### src/rtl/multicycle_control_pkg.sv
// Shared encodings for the multicycle controller: opcodes, ALU codes, FSM states,
// PC source selects and instruction classes.
package multicycle_control_pkg;

    localparam logic [3:0] OpLd  = 4'b0000;
    localparam logic [3:0] OpSt  = 4'b0001;
    localparam logic [3:0] OpAdd = 4'b0010;
    localparam logic [3:0] OpSub = 4'b0011;
    localparam logic [3:0] OpInv = 4'b0100;
    localparam logic [3:0] OpLsl = 4'b0101;
    localparam logic [3:0] OpLsr = 4'b0110;
    localparam logic [3:0] OpAnd = 4'b0111;
    localparam logic [3:0] OpOr  = 4'b1000;
    localparam logic [3:0] OpSlt = 4'b1001;
    localparam logic [3:0] OpBeq = 4'b1011;
    localparam logic [3:0] OpBne = 4'b1100;
    localparam logic [3:0] OpJmp = 4'b1101;

    localparam logic [2:0] AluAdd = 3'b000;
    localparam logic [2:0] AluSub = 3'b001;
    localparam logic [2:0] AluInv = 3'b010;
    localparam logic [2:0] AluLsl = 3'b011;
    localparam logic [2:0] AluLsr = 3'b100;
    localparam logic [2:0] AluAnd = 3'b101;
    localparam logic [2:0] AluOr  = 3'b110;
    localparam logic [2:0] AluSlt = 3'b111;

    localparam logic [1:0] PcPlus2  = 2'b00;
    localparam logic [1:0] PcBranch = 2'b01;
    localparam logic [1:0] PcJump   = 2'b10;

    typedef enum logic [2:0] {
        StFetch  = 3'd0,
        StDecode = 3'd1,
        StExec   = 3'd2,
        StMem    = 3'd3,
        StWb     = 3'd4
    } state_e;

    typedef enum logic [2:0] {
        ClsRtype,
        ClsLoad,
        ClsStore,
        ClsBranch,
        ClsJump,
        ClsIllegal
    } opclass_e;

endpackage

### src/rtl/multicycle_control_opclass_decode.sv
// Maps the 4-bit opcode to its instruction class; unmapped opcodes are illegal.
module opclass_decode
    import multicycle_control_pkg::*;
(
    input  logic [3:0] opcode,
    output opclass_e   opclass
);

    always_comb begin
        opclass = ClsIllegal;
        case (opcode)
            OpLd:                          opclass = ClsLoad;
            OpSt:                          opclass = ClsStore;
            OpAdd, OpSub, OpInv, OpLsl,
            OpLsr, OpAnd, OpOr, OpSlt:     opclass = ClsRtype;
            OpBeq, OpBne:                  opclass = ClsBranch;
            OpJmp:                         opclass = ClsJump;
            default:                       opclass = ClsIllegal;
        endcase
    end

endmodule

### src/rtl/multicycle_control.sv
// Multicycle CPU control FSM (FETCH/DECODE/EXEC/MEM/WB) with stall freeze and a
// retired-instruction counter.
module multicycle_control
    import multicycle_control_pkg::*;
#(
    parameter int unsigned RETIRE_W = 16
) (
    input  logic                clk,
    input  logic                rst,
    input  logic [3:0]          opcode,
    input  logic                zero_flag,
    input  logic                mem_ready,
    input  logic                stall,
    output logic                ir_write,
    output logic                pc_write,
    output logic                reg_write,
    output logic                mem_read,
    output logic                mem_write,
    output logic                mem_to_reg,
    output logic                reg_dst,
    output logic                alu_src_b,
    output logic                illegal,
    output logic [1:0]          pc_src,
    output logic [2:0]          alu_op,
    output logic [2:0]          state,
    output logic [RETIRE_W-1:0] retired
);

    state_e              state_q, state_d;
    logic [RETIRE_W-1:0] retired_q, retired_d;
    opclass_e            opclass;
    logic                retire_inc;
    logic                taken;

    // Ungated strobes/selects, before stall and reset masking
    logic       ir_w, pc_w, reg_w, mem_r, mem_w, m2r, rdst, srcb, ill;
    logic [1:0] pc_s;
    logic [2:0] alu;

    opclass_decode u_opclass_decode (
        .opcode  (opcode),
        .opclass (opclass)
    );

    assign taken = (opcode == OpBeq) ? zero_flag : !zero_flag;

    always_ff @(posedge clk or posedge rst) begin
        if (rst) begin
            state_q   <= StFetch;
            retired_q <= '0;
        end else begin
            state_q   <= state_d;
            retired_q <= retired_d;
        end
    end

    always_comb begin
        state_d    = state_q;
        retire_inc = 1'b0;
        ir_w       = 1'b0;
        pc_w       = 1'b0;
        reg_w      = 1'b0;
        mem_r      = 1'b0;
        mem_w      = 1'b0;
        m2r        = 1'b0;
        rdst       = 1'b0;
        srcb       = 1'b0;
        ill        = 1'b0;
        pc_s       = PcPlus2;
        alu        = AluAdd;
        case (state_q)
            StFetch: begin
                mem_r = 1'b1;
                if (mem_ready) begin
                    ir_w    = 1'b1;
                    pc_w    = 1'b1;
                    state_d = StDecode;
                end
            end
            StDecode: state_d = StExec;
            StExec: begin
                case (opclass)
                    ClsRtype: begin
                        alu     = opcode[2:0] - 3'd2;
                        state_d = StWb;
                    end
                    ClsLoad, ClsStore: begin
                        srcb    = 1'b1;
                        state_d = StMem;
                    end
                    ClsBranch: begin
                        alu        = AluSub;
                        pc_w       = taken;
                        pc_s       = taken ? PcBranch : PcPlus2;
                        retire_inc = 1'b1;
                        state_d    = StFetch;
                    end
                    ClsJump: begin
                        pc_w       = 1'b1;
                        pc_s       = PcJump;
                        retire_inc = 1'b1;
                        state_d    = StFetch;
                    end
                    default: begin
                        ill     = 1'b1;
                        state_d = StFetch;
                    end
                endcase
            end
            StMem: begin
                if (opclass == ClsLoad) begin
                    mem_r = 1'b1;
                    if (mem_ready) state_d = StWb;
                end else if (opclass == ClsStore) begin
                    mem_w = 1'b1;
                    if (mem_ready) begin
                        retire_inc = 1'b1;
                        state_d    = StFetch;
                    end
                end else begin
                    state_d = StFetch;
                end
            end
            StWb: begin
                reg_w      = 1'b1;
                m2r        = (opclass == ClsLoad);
                rdst       = (opclass == ClsRtype);
                retire_inc = 1'b1;
                state_d    = StFetch;
            end
            default: state_d = StFetch;
        endcase

        // A stalled cycle is a no-op: nothing advances and nothing is written
        if (stall) begin
            state_d    = state_q;
            retire_inc = 1'b0;
        end
    end

    assign retired_d = retired_q + RETIRE_W'(retire_inc);

    assign ir_write   = ir_w  & ~stall & ~rst;
    assign pc_write   = pc_w  & ~stall & ~rst;
    assign reg_write  = reg_w & ~stall & ~rst;
    assign mem_write  = mem_w & ~stall & ~rst;
    assign illegal    = ill   & ~stall & ~rst;
    assign mem_read   = mem_r & ~rst;
    assign mem_to_reg = m2r   & ~rst;
    assign reg_dst    = rdst  & ~rst;
    assign alu_src_b  = srcb  & ~rst;
    assign pc_src     = rst ? PcPlus2 : pc_s;
    assign alu_op     = rst ? AluAdd : alu;
    assign state      = state_q;
    assign retired    = retired_q;

endmodule
### config.mk
export PLATFORM = sky130hd
export DESIGN_NAME = multicycle_control
export DESIGN_NICKNAME = d
export VERILOG_FILES = /design/src/rtl/multicycle_control_pkg.sv /design/src/rtl/multicycle_control_opclass_decode.sv /design/src/rtl/multicycle_control.sv
export SDC_FILE = /design/constraint.sdc
export NUM_CORES = 1
export LEC_CHECK = 0
export ABC_AREA = 1
export BUFFER_PORTS_ARGS = -buffer_cell sky130_fd_sc_hd__buf_2
export CORE_MARGIN = 2
export CORE_UTILIZATION = 35
export DETAILED_ROUTE_END_ITERATION = 16
export PLACE_DENSITY = 0.59
export SLEW_MARGIN = 20
export SYNTH_ARGS = -nofsm -noshare
export SYNTH_HDL_FRONTEND = slang
export SYNTH_SLANG_ARGS = --single-unit
### constraint.sdc
create_clock -name clk -period 5.4 [get_ports clk]
set_clock_uncertainty 0.1 [all_clocks]
set_input_delay 0 -clock clk [delete_from_list [all_inputs] [get_ports clk]]
set_output_delay 0 -clock clk [all_outputs]
set_load 0.03 [all_outputs]
==> impl.org, run 1 <==
** Timing
- Final min period :: 2397 ps
- Timing would allow up to 0.4173 GHz.
- Portion of the clock cycle consumed by the worst path in the final layout :: 44.38%
- Final hold violation count :: 0
- Relative max-transition margin :: 44.18%
- Max Slew Vio Count :: 0
- Final total negative setup slack :: 0 ps
- Number of endpoints failing setup at the final stage :: 0
- RSZ-0062 raised after global routing :: no
- For the pin with the worst max-slew slack, the measured transition is 836.4 ps.

** Layout
- Cells fill 45.44% of the core in the end.
- The final layout contains 218 nets.
- Inserted Diodes :: 0
- Of the cells placed in the final design, the portion with a size suffix greater than 1 is 30.10%.
- The finished layout holds 252 standard cells, fillers aside.
- The layout has 368 filler cells.
- The area growth from synthesis to layout is 25.21%.

** Clocking
- CTS placed an instance of sky130_fd_sc_hd__clkbuf_4 at the clock tree root.
- Number of buffers between clock root and the deepest sink :: 2
- After clock tree synthesis, the clock-pin slew on the worst setup and hold paths is 120 ps.
- Buffers inserted during post-CTS setup optimization :: 0
- For the worst-skew pair, the clock arrives at the later sink with an insertion delay of 300 ps.
- Maximum level of the CTS H-tree :: 1
- TritonCTS buffer count :: 3
- TritonCTS built the clock tree.
- CTS saw 19 sinks.

** Power and ir drop
- For this design the ratio of total power to cell area is 315.8 nW/um^2.
- Leak pwr :: 0.7983 nW
- The worst-case IR drop observed on VDD is 0.1659 mV.
- Power, Total :: 478.8 uW

** Setup path
- In this run the number of cells on the critical path is 11.
- Together, buffers and inverters on the worst path number 1.
- CP endpoint kind :: flip-flop
- Data arrival at the endpoint of the critical path :: 2480 ps
- The signal on the critical path passes through nor2_1, nand2_1, inv_1, nand4_1, a21oi_1, ha_1, ha_1, nand3_1, nor3_2, nand3_1, xnor2_1.
- FF-to-FF path depth :: 11
- In this run the worst path has a maximum fanout of 7.
- Data required time at the worst endpoint :: 5480 ps
- STA classifies the critical path startpoint as a flip-flop.
- Broken down by cell family, the worst path's largest delay share belongs to simple AND/OR/NAND/NOR gates.
- The slowest stage of the critical path is the sky130_fd_sc_hd__dfrtp_1 cell.
- Type of the worst setup path :: reg2reg
- In this design, the stage delay of the slowest critical-path cell is 460 ps.

** Floorplan
- The floorplan step defined a core boundary enclosing 3337 um^2.
- The die is 62.83 um tall.
- In this run the count of I/O pins placed on the die edge is 42.
- The floorplan has 21 rows.
- Die ar. :: 3947 um^2
- Die outline width :: 62.83 um
- Initial core utilization :: 36.30%

** Synthesis
- Share of synthesized area occupied by flip-flops and latches :: 39.26%
- Summed instance area of the synthesized netlist :: 1211 um^2
- The netlist uses 23 different library cells.
- Async S/R FF share, synth :: 100.0%
- A synthesized cell averages 7.570 um^2.
- Synthesized net count :: 171
- Counting flops and latches in the post-synthesis netlist gives 19.
- Counting every instance in the synthesized netlist gives 160.
- In the synthesized netlist the dominant register cell turns out to be sky130_fd_sc_hd__dfrtp_1.
- Warnings from Yosys :: 0
- Counting flops with a built-in enable in the synthesized netlist gives 0.

** Worst hold path
- Along the worst hold path, the cell count comes to 5.
- Worst Hold Class :: in2reg

** Routing
- The count of nets left with antenna violations once routing finished came out at 0.
- The first detailed-routing pass ran for 4 iterations.
- After the first detailed-routing iteration, the DRC count stood at 37.
- Highest routed layer :: met4
- Using the TritonRoute via totals, the vias-per-cell ratio works out to 4.782.
- Wire length on met3 :: 151 um
- WL met2 :: 1.338 mm
- For this run, design rule violations remaining after detail routing come to 0.
- DR WL/cell :: 11.78 um
- The final route contains 1205 vias.
- Wl on met1 :: 1.454 mm
- Total wirelength of the detailed-routed design :: 2.968 mm

** Placed design
- Final HPWL DP :: 2.260 mm
- Placer Congestion :: 0.8378
- Count of input and output buffers :: 41
- Including well taps, the total number of placed cells is 246.

** Job
- Max cap viols :: 0

** Global route
- The first global-routing pass estimated 5.092 mm of wire.
- The via count of the first global-routing pass came to 1154.
- Gr ovfl total :: 0
- Across every metal layer, demand over resource in global routing totals 15.97%.
- The initial antenna violation count is 0.
- Pin count of the biggest net entering global routing :: 22

** Outcome
- The run finished with clean final reports.
## metal layers
layer	global-route usage (%)	vias to the layer above
li1	-	625
met1	22.31	541
met2	25.13	37
met3	3.604	2
met4	3.611	0
met5	0	-
## state kept, by name, summed over array words and instances, names as in the netlist
signal	flops
retired	16
state	3
## area by class of cell
class                   count  area (um^2)  area share [%]
well taps                  46        57.56           3.795
multi-input cells         122        661.9           43.65
repair buffers             43        225.2           14.85
clock inverters             1        5.005          0.3300
clock buffers               3        22.52           1.485
flip-flops and latches     19        475.5           31.35
inverters                  18        68.82           4.538
## metrics by stage
step | instance area [um^2] | hold slack (ps) | worst slack (ps)
global route | 1516 | 49.08 | 2681
floorplan | 1211 | -131.9 | 3069
detailed placement | 1469 | 166.8 | 3040
global placement | 1469 | 145.6 | 3150
finish | 1516 | 51.72 | 3003
CTS | 1516 | 50.80 | 2998
## what timing repair did
action                    CTS  global route
hold endpoints to repair   22             0
gates resized for setup     0             0
hold buffers                2             0
## worst min-delay path, stage by stage
cell,delay [ps]
sky130_fd_sc_hd__buf_2,100
sky130_fd_sc_hd__nor2_1,120
sky130_fd_sc_hd__nor2_2,80
sky130_fd_sc_hd__nand3_1,80
sky130_fd_sc_hd__nand2_1,50
## cell families (layout without fill, tap and decap cells)
family / count (synthesis) / count (layout) / synth area share (%)
buffers and inverters: 19 / 65 / 6.094
AOI/OAI and AO/OA: 10 / 10 / 4.649
xor gates and xnor gates: 13 / 13 / 9.401
and+or+nand+nor: 97 / 97 / 38.53
DFF: 19 / 19 / 39.26
adders and majority gates: 2 / 2 / 2.066
## path summary, 6_finish.rpt
kind                              from           to  slack, ps
min reg2reg                retired[15]  retired[15]        380
max in group asynchronous          rst   retired[0]       4320
max reg2reg                   state[0]  retired[14]       3000
max                           state[0]  retired[14]       3000
min                          mem_ready     state[2]         50
min in group asynchronous          rst   retired[2]        350
## cells in the mapped netlist, types with 2 or more instances
| library cell | number | area share [%] |
|---|---|---|
| sky130_fd_sc_hd__nor3_2 | 4 | 3.3 |
| sky130_fd_sc_hd__nor2_2 | 7 | 3.6 |
| sky130_fd_sc_hd__xor2_1 | 5 | 3.6 |
| sky130_fd_sc_hd__inv_2 | 2 | 0.62 |
| sky130_fd_sc_hd__nand2_2 | 3 | 1.5 |
| sky130_fd_sc_hd__ha_1 | 2 | 2.1 |
| sky130_fd_sc_hd__nand3_1 | 14 | 5.8 |
| sky130_fd_sc_hd__xnor2_1 | 8 | 5.8 |
| sky130_fd_sc_hd__inv_1 | 15 | 4.6 |
| sky130_fd_sc_hd__dfrtp_1 | 19 | 39 |
| sky130_fd_sc_hd__a21oi_1 | 6 | 2.5 |
| sky130_fd_sc_hd__nand3b_1 | 2 | 1.2 |
| sky130_fd_sc_hd__nor3_1 | 6 | 2.5 |
| sky130_fd_sc_hd__nand2_1 | 31 | 9.6 |
| sky130_fd_sc_hd__nand4_1 | 7 | 3.6 |
| sky130_fd_sc_hd__nor2_1 | 22 | 6.8 |
## report_power, final
part,internal (mW),switching (mW)
Sequential,0.166,0.0285
Combinational,0.0603,0.152
Clock,0.0276,0.0445
Total,0.254,0.225
## placed cells by master (no fill, tap or decap), drive strengths merged
master / n
buf: 41
nand2: 34
nor2: 29
dfrtp: 19
inv: 17
nand3: 14
nor3: 10
xnor2: 8
nand4: 7
a21oi: 6
xor2: 5
clkbuf: 3
nand3b: 2
clkinv: 2
ha: 2
dlygate4sd3: 2
o211ai: 1
a31oi: 1
nor4: 1
a211oi: 1
o21ai: 1
Note: power is estimated with default switching activity, not from simulation.
==> run 2: changes to the inputs <==
- clock period: 5.4 -> 2.4 ns (I/O delays scaled with it)
==> impl.org, run 2 (synthesized netlist as in run 1, its figures left out) <==
** Outcome
- The run finished with clean final reports.

** Setup path
- Type of the worst setup path :: reg2reg
- The critical path starts at state[2].
- Data arrival at the endpoint of the critical path :: 2340 ps (-140 ps)
- STA classifies the critical path startpoint as a flip-flop.
- The top fanout value on the critical path was 5 (-2).
- Most Frequent Cell on Critical Path :: sky130_fd_sc_hd__ha_1
- Slowest Stage Delay on Critical Path :: 470 ps (about the same)
- Slowest-stage cell, CP :: sky130_fd_sc_hd__dfrtp_2
- The startpoint identified for the worst register-to-register timing path is state[2].
- Walking the worst path, the cells encountered are nor2_2, nand2_1, inv_1, nand4_1, a21oi_1, ha_1, ha_1, nand3_2, nor3_4, buf_4, xor2_1.
- CP endpoint kind :: flip-flop
- Data required time at the worst endpoint :: 2540 ps (-2940 ps)

** Timing
- Relative max-transition margin :: 80.64% (+36 points)
- The fmax came to 0.4540 GHz (+8.8%).
- Max Slew Vio Count :: 0 (unchanged)
- The minimum period implied by the final worst setup slack is 2202 ps (-194.2 ps).
- The hold slack came to 60.43 ps (+8.710 ps).
- Actual transition at the worst max-transition pin :: 288.1 ps (-548.3 ps)
- The period utilization was 91.77% (+47 points).
- The final hold violation count was 0 (unchanged).
- Number of endpoints failing setup at the final stage :: 0 (unchanged)

** Clocking
- TritonCTS clock tree :: built
- Number of buffers between clock root and the deepest sink :: 2 (unchanged)
- Clock tree synthesis selected as its root buffer the cell sky130_fd_sc_hd__clkbuf_4.
- The number of sinks driven by the clock tree was 19 (unchanged).
- The clock latency of the later-clocked register in the worst-skew pair came to 300 ps (about the same).
- Clock-pin transition on the worst setup and hold timing paths :: 110 ps (about the same)
- The number of H-tree levels is 1 (unchanged).
- TritonCTS buffer count :: 3 (unchanged)

** Layout
- The number of flip-flops in the largest register is 16 (unchanged).
- The register cell area after layout is 478.0 um^2 (+0.53%).
- Post-layout nets :: 224 (+2.8%)
- Multi-input gate area in the final layout :: 680.7 um^2 (+2.8%)
- Most common cell after layout, fill and taps aside :: sky130_fd_sc_hd__buf_2
- The final-layout fill cell count was 360 (-2.2%).
- The share of cells above drive strength 1 came to 33.96% (+3.9 points).
- Relative to the synthesized area, the layout overhead comes to 30.68%.
- Commonest cells after routing, fill and taps aside :: sky130_fd_sc_hd__buf_2 (41), sky130_fd_sc_hd__nand2_1 (31), sky130_fd_sc_hd__nor2_1 (21), sky130_fd_sc_hd__dfrtp_1 (17), sky130_fd_sc_hd__inv_1 (15)
- The final cell count without fillers was 258 (+2.4%).
- The total inserted antenna cells was 0 (unchanged).

** Routing
- The total number of vias was 1194 (-0.91%).
- The number of DRC violations after detailed-routing iteration 0 was 40 (+8.1%).
- The iteration count of the initial detailed-routing pass came to 4 (unchanged).
- The via-per-instance ratio was 4.628 (-3.2%).
- Total wirelength of the detailed-routed design :: 2.991 mm (+0.77%)
- DR WL/cell :: 11.59 um (-1.6%)
- Post-route antenna net violation count :: 0 (unchanged)
- Remaining DRCs :: 0 (unchanged)

** Placed design
- Final HPWL DP :: 2.324 mm (+2.8%)
- Cells after DPL :: 250 (+1.6%)
- Placer Congestion :: 0.8218 (-1.9%)
- Count of input and output buffers :: 41 (unchanged)

** Power and ir drop
- Power Density :: 720.5 nW/um^2 (+130%)
- Sequential Power Share :: 38.2% (-2.3 points)
- The clock network fraction of design power came to 14.0% (-1.1 points).
- The static leakage came to 0.8263 nW (+3.5%).
- Proportion of total power due to net switching :: 45.95% (-1.1 points)
- The worst ir drop on vdd was 0.2848 mV (+72%).
- The logic gate share of total power was 47.9% (+3.5 points).
- The internal cell power is 616.3 uW (+140%).
- Power dissipated by switching net loads :: 524.0 uW (+130%)
- The total power draw came to 1.140 mW (+140%).

** Job
- Max cap viols :: 0 (unchanged)

** Global route
- Total routing resource utilization after global routing :: 16.06% (+0.088 points)
- Pin count of the biggest net entering global routing :: 15 (-32%)
- Antenna violations before repair :: 0 (unchanged)
- Gr ovfl total :: 0 (unchanged)
- The wire length of the first global-routing pass came to 4.981 mm (-2.2%).
- Vias in the first global route :: 1065 (-7.7%)

** Worst hold path
- Min-delay src :: mem_ready
- Worst Hold Class :: in2reg

** Floorplan
- Die outline width :: 62.83 um (unchanged)
- Number of top-level pins :: 42 (unchanged)
- Standard cell core area :: 3337 um^2 (unchanged)
- Overall die height :: 62.83 um (unchanged)
- Std-Cell Rows :: 21 (unchanged)
- Die ar. :: 3947 um^2 (unchanged)
- The initial standard-cell utilization of the core came to 36.30% (unchanged).
[run 2: cell types whose count changed in the layout (fill, tap and decap cells not counted)]
cell / change
sky130_fd_sc_hd__buf_4: +6
sky130_fd_sc_hd__dfrtp_1: -2
sky130_fd_sc_hd__dfrtp_2: +2
sky130_fd_sc_hd__nand3_1: -1
sky130_fd_sc_hd__nand3_2: +1
sky130_fd_sc_hd__nor2_1: -1
sky130_fd_sc_hd__nor2_4: +1
sky130_fd_sc_hd__nor3_2: -1
sky130_fd_sc_hd__nor3_4: +1
[run 2: per-layer routing]
metal	vias to the layer above	global-route usage (%)	wire length, um
met1	540	22.92	1538
met4	0	5.000	0
met5	-	0	0
li1	628	-	-
met3	0	3.604	94
met2	26	24.06	1358
[run 2: what timing repair did]
| item | 4_1_cts | 5_1_grt |
|---|---|---|
| resized for setup | 0 | 6 |
| hold buffers | 2 | 0 |
| setup buffers | 0 | 2 |
| endpoints found under the hold margin | 22 | 0 |
| setup endpoints to repair | 0 | 7 |
[run 2: layout make-up]
cell class                 count  area share, %
inverter                      18          4.348
timing repair buffer          49          17.08
tap                           46          3.636
clock inverter                 1         0.3162
sequential                    19          30.20
multi-input combinational    122          43.00
clock buffer                   3          1.423
[run 2: path summary, 6_finish.rpt]
path	end	slack, ps	cells after the start
max reg2reg	retired[6]	200	11
min reg2reg	retired[15]	380	1
max	retired[6]	200	11
min in group asynchronous	retired[0]	170	3
max in group asynchronous	retired[8]	1550	4
min	state[2]	60	5
[run 2: worst max-delay path, delay by kind of cell, from the launching register on]
kind | cells | cell delay [ps]
simple gates | 5 | 660
flops | 1 | 470
fa+ha+maj | 2 | 380
buf+inv | 2 | 240
compound gates | 1 | 140
xor+xnor | 1 | 130
[run 2: power groups by stage]
stage	Combinational (mW)	Clock [mW]	Sequential, mW
after global routing	0.603	0.185	0.447
after floorplan	0.241	0	0.538
final	0.546	0.159	0.435
after detailed placement	0.507	0	0.435
after CTS	0.514	0.169	0.430
after global placement	0.510	0	0.438
[run 2: per-stage QoR]
stage,utilization [%],worst slack [ps],setup TNS (ps),cell area (um^2)
2_1_floorplan,-,69.17,0,1211
3_3_place_gp,44.92,238.4,0,1499
3_5_place_dp,44.92,162.5,0,1499
4_1_cts,46.34,144.8,0,1546
5_1_grt,47.43,-6.086,-6.086,1583
6_report,47.43,197.6,0,1583
==> run 3: changes to the inputs <==
- CORE_UTILIZATION: 35 -> 49
- PLACE_DENSITY: 0.59 -> 0.78
==> impl.org, run 3 (synthesized netlist as in run 1, its figures left out) <==
** Timing
- The minimum period implied by the final worst setup slack is 2324 ps (+121.6 ps).
- The hold slack was 36.11 ps (-24.31 ps).
- The period utilization came to 96.83% (+5.1 points).
- Actual transition at the worst max-transition pin :: 399.7 ps (+111.6 ps)
- The final hold violation count came to 0 (unchanged).
- The count of final max-slew check failures was 0 (unchanged).
- The headroom to the max-slew limit came to 73.32% (-7.3 points).
- The smallest setup slack after layout was 75.98 ps (-121.6 ps).
- The fmax is 0.4303 GHz (-5.2%).
- Final total negative setup slack :: 0 ps (unchanged)
- Number of endpoints failing setup at the final stage :: 0 (unchanged)

** Layout
- The share of cells above drive strength 1 was 36.15% (+2.2 points).
- The final-stage net count was 225 (+0.45%).
- The number of flip-flops in the largest register came to 16 (unchanged).
- The area growth from synthesis to layout is 31.71%.
- Filler-free cell count of the finished design :: 243 (-5.8%)
- Most common cell after layout, fill and taps aside :: sky130_fd_sc_hd__buf_2
- The area of all placed cells without fillers was 1595 um^2 (+0.79%).
- The total inserted antenna cells was 0 (unchanged).
- Commonest cells after routing, fill and taps aside :: sky130_fd_sc_hd__buf_2 (41), sky130_fd_sc_hd__nand2_1 (31), sky130_fd_sc_hd__nor2_1 (21), sky130_fd_sc_hd__dfrtp_1 (16), sky130_fd_sc_hd__inv_1 (15)
- The utilization after layout was 66.20% (+19 points).

** Power and ir drop
- The static leakage came to 0.8233 nW (-0.36%).
- The switching component of the power came to 547.0 uW (+4.4%).
- Proportion of total power due to net switching :: 46.47% (+0.51 points)
- The power density normalized to cell area was 738.0 nW/um^2 (+2.4%).
- Power, Total :: 1.177 mW (+3.2%)
- The proportion of power drawn by flip-flops and latches was 37.9% (-0.3 points).
- The worst ir drop on vdd came to 0.5003 mV (+76%).
- The clock network fraction of design power was 14.2% (+0.2 points).
- The internal cell power was 630.3 uW (+2.3%).
- Power share of the combinational group :: 47.9% (about the same)

** Routing
- Post-route antenna net violation count :: 0 (unchanged)
- Number of detailed-routing iterations run before antenna repair :: 4 (unchanged)
- Total wirelength of the detailed-routed design :: 3.097 mm (+3.5%)
- The number of DRC violations after detailed-routing iteration 0 was 29 (-28%).
- Via density per instance :: 5.272 (+14%)
- The total number of vias is 1281 (+7.3%).
- The number of remaining DRC errors came to 0 (unchanged).
- The final routed wire length divided by cell count is 12.74 um (+9.9%).

** Global route
- Pin count of the biggest net entering global routing :: 12 (-3)
- Gr ovfl total :: 0 (unchanged)
- The via count of the first global-routing pass came to 1129 (+6.0%).
- Antenna violations before repair :: 0 (unchanged)
- First-pass GRT wire length :: 4.857 mm (-2.5%)
- Total routing resource utilization after global routing :: 22.88% (+6.8 points)

** Placed design
- Cells after DPL :: 232 (-7.2%)
- Minimum setup slack after placement :: 27.00 ps (-135.5 ps)
- The count of buffers inserted at the top-level ports was 41 (unchanged).
- The HPWL after detailed placement came to 2.354 mm (+1.3%).
- The standard cell area after detailed placement was 1464 um^2 (-2.3%).
- Placer Congestion :: 0.9373 (+14%)

** Floorplan
- Std-Cell Rows :: 18 (-14%)
- Number of top-level pins :: 42 (unchanged)
- The core outline area was 2410 um^2 (-28%).
- Die ar. :: 2885 um^2 (-27%)
- Die outline width :: 53.72 um (-15%)
- Overall die height :: 53.72 um (-15%)
- Initial core utilization :: 50.26% (+14 points)

** Setup path
- CP Cell Sequence :: nand2_1, nor2_4, nand3_1, nor2_1, nor2_1, a21oi_1, ha_2, ha_2, nand3_4, nor3_4, nand3_2, xnor2_1
- Largest fanout on the critical path :: 5 (unchanged)
- STA classifies the critical path endpoint as a flip-flop.
- Data arrival at the endpoint of the critical path :: 2430 ps (+90 ps)
- The longest individual stage delay on the worst path came to 440 ps (-30 ps).
- Slowest-stage cell, CP :: sky130_fd_sc_hd__dfrtp_2
- Data required time at the worst endpoint :: 2500 ps (-40 ps)
- The critical path is of the reg2reg type.
- STA classifies the critical path startpoint as a flip-flop.

** Worst hold path
- Worst Hold Class :: in2reg

** Outcome
- The flow ran to the end, and the final reports show no timing, DRC or antenna violations.

** Clocking
- Buffer type at the clock tree root :: sky130_fd_sc_hd__clkbuf_4
- The clock latency of the later-clocked register in the worst-skew pair is 310 ps (about the same).
- Clock-pin transition on the worst setup and hold timing paths :: 120 ps (about the same)
- Clock Sink Count :: 19 (unchanged)
- The number of buffers created by CTS is 3 (unchanged).
- TritonCTS clock tree :: built
- Maximum level of the CTS H-tree :: 1 (unchanged)
- The maximum count of clock buffers along a single path came to 2 (unchanged).

** Job
- Max cap viols :: 0 (unchanged)
[run 3: cell count changes in the layout (fill, tap and decap cells not counted), sizes merged]
| cell | previous run | this run |
|---|---|---|
| buf | 47 | 48 |
[run 3: what timing repair did]
item,in CTS,in global routing
endpoints found under the setup margin,0,7
hold endpoints to repair,22,0
buffers inserted,0,5
hold buffers,2,0
gates resized for setup,0,12
[run 3: cell type report]
type	instances	area, um^2
clock buffers	3	22.52
well taps	30	37.54
multi-input cells	122	704.4
flip-flops and latches	19	479.2
repair buffers	50	277.8
inverters	18	68.82
fillers	216	814.5
clock inverters	1	5.005
[run 3: per-layer routing]
layer  part of all wire, %  track usage, %
met3                   5.2           5.000
met2                    51           37.20
met4                   1.0           5.983
met5                     0               0
met1                    43           30.61
[run 3: worst max-delay path: cells and delay by family, from the launching register on]
family / cells / cell delay [ps]
compound gates: 1 / 160
xor+xnor: 1 / 140
fa+ha+maj: 2 / 410
flops: 1 / 440
simple gates: 8 / 970
[run 3: worst paths after layout]
path,startpoint,to,slack (ps),cells after the start
hold reg to reg,retired[15],retired[15],400,1
hold / removal,mem_ready,state[2],40,5
min in group asynchronous,rst,retired[9],160,3
setup / recovery,state[0],retired[14],80,12
setup reg to reg,state[0],retired[14],80,12
max in group asynchronous,rst,state[2],1530,4
[run 3: power by group through the flow]
stage	logic, mW	clock network, mW	registers, mW
2_1_floorplan	0.241	0	0.538
3_3_place_gp	0.485	0	0.434
3_5_place_dp	0.492	0	0.442
4_1_cts	0.497	0.165	0.436
5_1_grt	0.623	0.187	0.453
6_report	0.564	0.167	0.446
